==> src/rtl/fetch_unit_if.sv <==
// Instruction-memory read port: registered request/address out, data/ack pulse back.
interface fetch_unit_if #(
  parameter int ADDR_W = 16
);
  logic              req;
  logic [ADDR_W-1:0] addr;
  logic [31:0]       rdata;
  logic              ack;

  modport master (output req, output addr, input rdata, input ack);
  modport slave  (input req, input addr, output rdata, output ack);
endinterface

==> src/rtl/fetch_unit.sv <==
// Instruction fetch stage: PC and instruction register, one memory read per PC_WRITE
// high period, absolute or PC-relative branch updates from the controller.
//
// state | meaning
// IDLE  | no read outstanding; branches and fetch start accepted
// REQ   | read outstanding, waiting for ack or timeout
// HOLD  | read finished; waiting for pc_write to drop, branches accepted
module fetch_unit #(
  parameter int                ADDR_W   = 16,
  parameter logic [ADDR_W-1:0] RESET_PC = '0,
  parameter int                TIMEOUT  = 8
) (
  input  logic              clk,
  input  logic              rst_f,
  input  logic              pc_rst,
  input  logic              pc_write,
  input  logic              pc_sel,
  input  logic              br_sel,
  fetch_unit_if.master      imem,
  output logic [31:0]       instr,
  output logic [3:0]        opcode,
  output logic [3:0]        mm,
  output logic [ADDR_W-1:0] pc,
  output logic              ir_valid,
  output logic              fetch_err
);

  localparam int CNT_W = (TIMEOUT > 2) ? $clog2(TIMEOUT) : 1;

  typedef enum logic [1:0] {IDLE, REQ, HOLD} state_t;

  state_t            state, state_nxt;
  logic [ADDR_W-1:0] addr_q;
  logic [ADDR_W-1:0] br_target;
  logic [CNT_W-1:0]  cnt;
  logic              br_taken;
  logic              fetch_start;
  logic              ack_hit;
  logic              tmo_hit;
  logic              br_take;

  assign imem.req  = (state == REQ);
  assign imem.addr = addr_q;
  assign opcode    = instr[31:28];
  assign mm        = instr[27:24];

  // Offset is ADDR_W bits wide, so modulo-2^ADDR_W addition is the sign-extended add.
  assign br_target = br_sel ? instr[ADDR_W-1:0] : pc + instr[ADDR_W-1:0];

  always_ff @(posedge clk or negedge rst_f) begin
    if (!rst_f) state <= IDLE;
    else        state <= state_nxt;
  end

  always_comb begin
    state_nxt   = state;
    fetch_start = 1'b0;
    ack_hit     = 1'b0;
    tmo_hit     = 1'b0;
    br_take     = 1'b0;
    case (state)
      IDLE: begin
        br_take = pc_sel && !br_taken;
        if (pc_write) begin
          fetch_start = 1'b1;
          state_nxt   = REQ;
        end
      end
      REQ: begin
        if (imem.ack) begin
          ack_hit   = 1'b1;
          state_nxt = HOLD;
        end else if (cnt == '0) begin
          tmo_hit   = 1'b1;
          state_nxt = HOLD;
        end
      end
      HOLD: begin
        br_take = pc_sel && !br_taken;
        if (!pc_write) state_nxt = IDLE;
      end
      default: state_nxt = IDLE;
    endcase
    if (pc_rst) state_nxt = IDLE;
  end

  always_ff @(posedge clk or negedge rst_f) begin
    if (!rst_f) begin
      pc        <= RESET_PC;
      instr     <= '0;
      addr_q    <= RESET_PC;
      cnt       <= '0;
      br_taken  <= 1'b0;
      ir_valid  <= 1'b0;
      fetch_err <= 1'b0;
    end else if (pc_rst) begin
      // fetch_err is deliberately sticky across a controller PC clear
      pc       <= RESET_PC;
      instr    <= '0;
      cnt      <= '0;
      br_taken <= 1'b0;
      ir_valid <= 1'b0;
    end else begin
      ir_valid <= ack_hit | tmo_hit;
      if (ack_hit || tmo_hit) begin
        instr    <= ack_hit ? imem.rdata : 32'h0;
        pc       <= addr_q + ADDR_W'(1);
        br_taken <= 1'b0;
        if (tmo_hit) fetch_err <= 1'b1;
      end else if (br_take) begin
        pc       <= br_target;
        br_taken <= 1'b1;
      end
      if (fetch_start) begin
        addr_q <= br_take ? br_target : pc;
        cnt    <= CNT_W'(TIMEOUT - 1);
      end else if (state == REQ && cnt != '0) begin
        cnt <= cnt - CNT_W'(1);
      end
    end
  end

endmodule

==> src/flat_wrapper.sv <==
// flat-port wrapper written by rule: the top's interface ports become plain ports
module fetch_unit_flat 
#(
  parameter int                ADDR_W   = 16,
  parameter logic [ADDR_W-1:0] RESET_PC = '0,
  parameter int                TIMEOUT  = 8
)
  (clk, rst_f, pc_rst, pc_write, pc_sel, br_sel, instr, opcode, mm, pc, ir_valid, fetch_err, imem_req, imem_addr, imem_rdata, imem_ack);
  fetch_unit_if #(.ADDR_W(ADDR_W)) imem_i ();
  input  logic clk;
  input  logic rst_f;
  input  logic pc_rst;
  input  logic pc_write;
  input  logic pc_sel;
  input  logic br_sel;
  output logic [31:0] instr;
  output logic [3:0] opcode;
  output logic [3:0] mm;
  output logic [ADDR_W-1:0] pc;
  output logic ir_valid;
  output logic fetch_err;
  output wire logic [$bits(imem_i.req)-1:0] imem_req;
  output wire logic [$bits(imem_i.addr)-1:0] imem_addr;
  input wire logic [$bits(imem_i.rdata)-1:0] imem_rdata;
  input wire logic [$bits(imem_i.ack)-1:0] imem_ack;
  assign imem_req = imem_i.req;
  assign imem_addr = imem_i.addr;
  assign imem_i.rdata = imem_rdata;
  assign imem_i.ack = imem_ack;
  fetch_unit #(.ADDR_W(ADDR_W), .RESET_PC(RESET_PC), .TIMEOUT(TIMEOUT)) u_core (.clk(clk), .rst_f(rst_f), .pc_rst(pc_rst), .pc_write(pc_write), .pc_sel(pc_sel), .br_sel(br_sel), .imem(imem_i), .instr(instr), .opcode(opcode), .mm(mm), .pc(pc), .ir_valid(ir_valid), .fetch_err(fetch_err));
endmodule
==> config.mk <==
export PLATFORM = sky130hd
export DESIGN_NAME = fetch_unit_flat
export DESIGN_NICKNAME = d
export VERILOG_FILES = /design/src/rtl/fetch_unit_if.sv /design/src/rtl/fetch_unit.sv /design/src/flat_wrapper.sv
export SDC_FILE = /design/constraint.sdc
export NUM_CORES = 1
export LEC_CHECK = 0
export BUFFER_PORTS_ARGS = -buffer_cell sky130_fd_sc_hd__buf_4
export CORE_MARGIN = 5
export CORE_UTILIZATION = 50
export CTS_CLUSTER_SIZE = 30
export DETAILED_ROUTE_END_ITERATION = 8
export GPL_TIMING_DRIVEN = 0
export HOLD_SLACK_MARGIN = 0.06
export PLACE_DENSITY = 0.86
export SYNTH_ARGS = -nofsm -noshare
export SYNTH_HDL_FRONTEND = slang
export SYNTH_SLANG_ARGS = --single-unit
==> constraint.sdc <==
create_clock -name clk -period 6.9 [get_ports clk]
set_clock_uncertainty 0.05 [all_clocks]
set_input_delay 0.345 -clock clk [delete_from_list [all_inputs] [get_ports clk]]
set_output_delay 0.345 -clock clk [all_outputs]
set_load 0.01 [all_outputs]
-- Word level (Yosys, flattened, before mapping)
Cells that the tools add are included.
- register bits after elaboration: 72
- bits in latches: 0
- RAM bits: 0
- bits in read-only memories: 0
- input port bits: 39
- word-level logic and storage cells: 60
- memories kept: 0
- add/sub/neg operators: 3
- multipliers: 0
- divide/modulo/power cells: 0
- magnitude comparators: 0
- equal/unequal tests: 5
- shift-type cells: 0
- mux-type cells: 28
- bitwise logic cells: 2
- reduce and logical (&&, ||, !) cells: 14
- operators by type and width (cell ; number):
    $mux W32 ; 3
    $mux W16 ; 4
    $add A16 B1 Y16 const B ; 1
    $add A16 B16 Y16 ; 1
    $mux W1 ; 12
    $mux W2 ; 5
    $mux W3 ; 3
    $reduce_bool A3 Y1 ; 3
    $ne A3 B3 Y1 const B ; 2
    $pmux W2 S3 ; 1
    $reduce_and A3 Y1 ; 2
    $ne A4 B2 Y1 const B ; 1
    $logic_not A3 Y1 ; 1
    $sub A3 B1 Y3 const B ; 1
    $eq A2 B1 Y1 const B ; 1
    $eq A2 B2 Y1 const B ; 1
    $logic_and A1 B1 Y1 ; 2
    $logic_not A2 Y1 ; 1
    $reduce_and A2 Y1 ; 1
    $reduce_bool A2 Y1 ; 1
    $reduce_or A2 Y1 ; 1
    $logic_not A1 Y1 ; 1
    $logic_or A1 B1 Y1 ; 1
    $not A1 Y1 ; 1
    $or A1 B1 Y1 ; 1

-- Logic depth before layout (Yosys ltp)
- depth after elaboration: 7
- gate-level depth with buffers: 9

-- Least setup slack after synthesis
No wires, ideal clock.
- path kind: register to register
- start: register u_core.instr[0]
- end: register u_core.addr_q[14], in the netlist u_core.imem.addr[14]
- library setup time: 0.129 ns
- arrival: 2.352 ns
- slack: 4.369 ns
- cell stages (with the launch flop): 10
- path buffers: 0
- cell sequence: dfrtp_1 ha_1 fa_1 a21o_1 a221oi_2 a21o_1 o21ai_2 a21bo_1 o41ai_2 o31ai_1
- cells in the longest elaborated chain, start to end: 3
- RTL lines (what ; line ; RTL):
    start, declared ; fetch_unit.sv:20 ; output logic [31:0] instr,
    start signal, assigned ; fetch_unit.sv:106 ; instr <= ack_hit ? imem.rdata : 32'h0;
    $add A16 B16 Y16 ; fetch_unit.sv:48 ; assign br_target = br_sel ? instr[ADDR_W-1:0] : pc + instr[ADDR_W-1:0];
    $mux W16 ; fetch_unit.sv:48 ;
    $mux W16 ; fetch_unit.sv:115 ; addr_q <= br_take ? br_target : pc;
    end signal, assigned ; fetch_unit.sv:115 ;
    end, declared ; fetch_unit.sv:33 ; logic [ADDR_W-1:0] addr_q;
Every way passes these cells.
A chain may end at the register's enable or synchronous reset.

-- Worst setup path after layout
Same ends and word-level chain as after synthesis.

==> results.cfg <==
[synth]
synth_seq_cells = 72
synth.distinct_cells = 60
syn-cell-area_sq_mm = 0.00433
synth_edf_count = 0
synth.yosys.seq_area_share = 0.416
yosys_warnings = 0
postSynth.asyncResetShare = 1.00
cell_count_after_synthesis = 459
synth_top_flop_cell = dfrtp_1
synth.avg_cell_area_sq_um = 9.43
synth_nets = 517

[routing]
post_drt_via_cell_ratio = 5.93
drt_drc_violations_left = 0
drt-wirelength-per-cell_um = 18.5
first_iter_violations = 183
total_routed_wirelength_mm = 12.8
detail_route.first_pass.iterations = 7
num_vias = 4109
antenna_violating_nets_post_route = 0

[cells_and_area]
area_growth_syn_to_layout_pct = 27.3
fill_cell_count = 730
fin_nets = 640
antenna-diode-count = 0
sequential_cell_area_sq_mm = 0.00180
instances_no_fill = 693
post_route_cells_drive_above_1_share = 0.279
area_of_the_multi_input_gates_sq_mm = 0.00229
most-common-layout-cells = 120 x buf_4, 72 x dfrtp_1, 53 x nor2_1, 48 x nand2_1, 34 x a22o_1
layout_commonest_cell = buf_4

[clock_network]
cts.htree.levels = 3
cts_setup_buffers = 0
tritoncts.num_buffers = 9
cts.sink_count = 72
clockRootBuffer = clkbuf_8
clk_path_buf_depth = 2
post_cts.resized_instances = 0
clk-insertion-delay-late_ps = 360
tritoncts = done
clk_transition_reported_paths_ps = 80
post_cts_hold_buffer_count = 0

[setup_path]
cp.arrival_ps = 3050
worstPathRequired_ps = 7080
crit_chain = ha_1, fa_1, a21o_1, a221oi_2, a21o_1, o21ai_2, a21bo_1, o41ai_2, o31ai_1
critPathMaxStageDelay_ps = 420
critPathMostFrequentCell = a21o_1
max_fanout_on_critical_path = 4
regToRegSetupSlack_ps = 4040
type_of_the_worst_setup_path = reg -> reg
cpMaxStageDelayCell = fa_1
start_kind = flop
critPathCaptureType = flop

[sta]
setup_violations = 0
final-max-slew-violation-count = 0
fin_setup_tns_ps = 0
grt_setup_unrepaired = no
report.final.hold_viol_count = 0
min_period_over_period = 0.415
fmax_mhz = 349
post-route-min-period_ps = 2860
maxSlewHeadroom = 0.387
tightestPinTransition_ps = 919

[run]
cap_violations = 0

[power]
power_density_mw_per_mm2 = 215
power.ir.vdd_worst_mv = 0.115
p_leak_uw = 0.00277

[floorplan]
io-pin-count = 114
fp.dieH_um = 103
die_area_sq_mm = 0.0106
core_box_area_sq_mm = 0.00859
std_cell_rows = 34
die_width_um = 103
start_util = 0.504

[global_route]
vias_in_the_first_global_route = 4133
gr-total-overflow = 0
grt_start_max_net_pins = 73
initial_antenna_violation_count = 0
first_pass_grt_wire_length_mm = 20.4
globalRouteTotalUtil = 0.248

[run_status]
result_of_the_run = completed

[place]
io_buffers = 112
place.gp.congestion = 0.901
place_inst = 679
dpl.hpwl_mm = 9.68

[worst_hold_path]
min_path_type = in -> async
## kinds of logic (layout without fill, tap and decap cells)
| kind of cell | Yosys count | count (layout) | synth area share |
|---|---|---|---|
| multiplexers | 4 | 4 | 0.00925 |
| adder cells (fa/ha/maj) | 19 | 19 | 0.0566 |
| AO/OA/AOI/OAI | 143 | 143 | 0.241 |
| XOR/XNOR | 29 | 29 | 0.0587 |
| flip-flops | 72 | 72 | 0.416 |
| buffers and inverters | 41 | 167 | 0.0561 |
| AND/OR/NAND/NOR | 151 | 151 | 0.162 |
## layer usage
layer,up-vias,share of wire,global-route usage
li1,1905,-,-
met1,1993,0.41,0.314
met2,176,0.49,0.420
met3,35,0.072,0.0514
met4,0,0.029,0.0896
met5,-,0,0
## final timing paths
check                                  from              endpoint  cells after the start
setup / recovery            u_core.instr[0]  u_core.imem.addr[14]                      9
setup reg to reg            u_core.instr[0]  u_core.imem.addr[14]                      9
hold / removal                        rst_f      u_core.instr[15]                      1
min in group clk             imem_rdata[28]      u_core.instr[28]                      2
max in group asynchronous             rst_f       u_core.instr[1]                      1
hold reg to reg            u_core.fetch_err      u_core.fetch_err                      1
## registers in the layout, summed over array words and instances (netlist names)
register,flops
u_core.br_taken,1
u_core.imem.addr,16
u_core.ir_valid,1
u_core.pc,16
u_core.state,2
u_core.cnt,3
u_core.instr,32
u_core.fetch_err,1
## where the power goes
group	internal [uW]	switching [uW]	leakage [uW]
Combinational	142	167	0.00170
Sequential	461	50.5	0.000974
Clock	200	166	0.0000974
## critical path: cells and delay by family, from the launching register on
kind / cells / cell delay [ps]
AO/OA/AOI/OAI: 7 / 1640
adder cells (fa/ha/maj): 2 / 660
flip-flops: 1 / 410
## per-stage QoR
step / setup WS [ps] / utilization / power (uW) / hold slack (ps) / instance area [sq um]
floorplan: 4370 / - / 684 / -0.591 / 4330
global placement: 4100 / 0.618 / 815 / 405 / 5310
detailed placement: 4050 / 0.618 / 826 / 434 / 5310
CTS: 4030 / 0.642 / 1190 / 106 / 5510
global route: 3920 / 0.642 / 1250 / 142 / 5510
finish: 4040 / 0.642 / 1190 / 75.0 / 5510
## Yosys cell counts, drive strengths merged (3+ instances only)
master / instances / share of area
dfrtp: 72 / 0.42
nand2: 48 / 0.042
inv: 7 / 0.0061
buf: 14 / 0.028
and3: 10 / 0.016
a31oi: 5 / 0.0072
clkbuf: 20 / 0.022
o211ai: 4 / 0.0069
nand3: 12 / 0.014
a211oi: 13 / 0.025
a21o: 8 / 0.014
ha: 18 / 0.052
nor2: 53 / 0.046
mux2i: 4 / 0.0092
o41ai: 3 / 0.0078
nor2b: 3 / 0.0043
or2: 3 / 0.0043
o31ai: 4 / 0.0069
a21oi: 23 / 0.027
nor3: 5 / 0.0069
a22o: 34 / 0.069
o21ai: 31 / 0.038
xnor2: 16 / 0.032
nor3b: 3 / 0.0064
a221oi: 4 / 0.011
xor2: 13 / 0.026
nand4: 3 / 0.0043
## cell type report
type / count / share of cell area
buffer: 34 / 0.0393
tap: 108 / 0.0245
timing repair buffer: 112 / 0.152
inverter: 7 / 0.00477
sequential: 72 / 0.327
clock inverter: 5 / 0.0152
clock buffer: 9 / 0.0225
multi-input combinational: 346 / 0.415
Power figures use the tool's default switching activity.
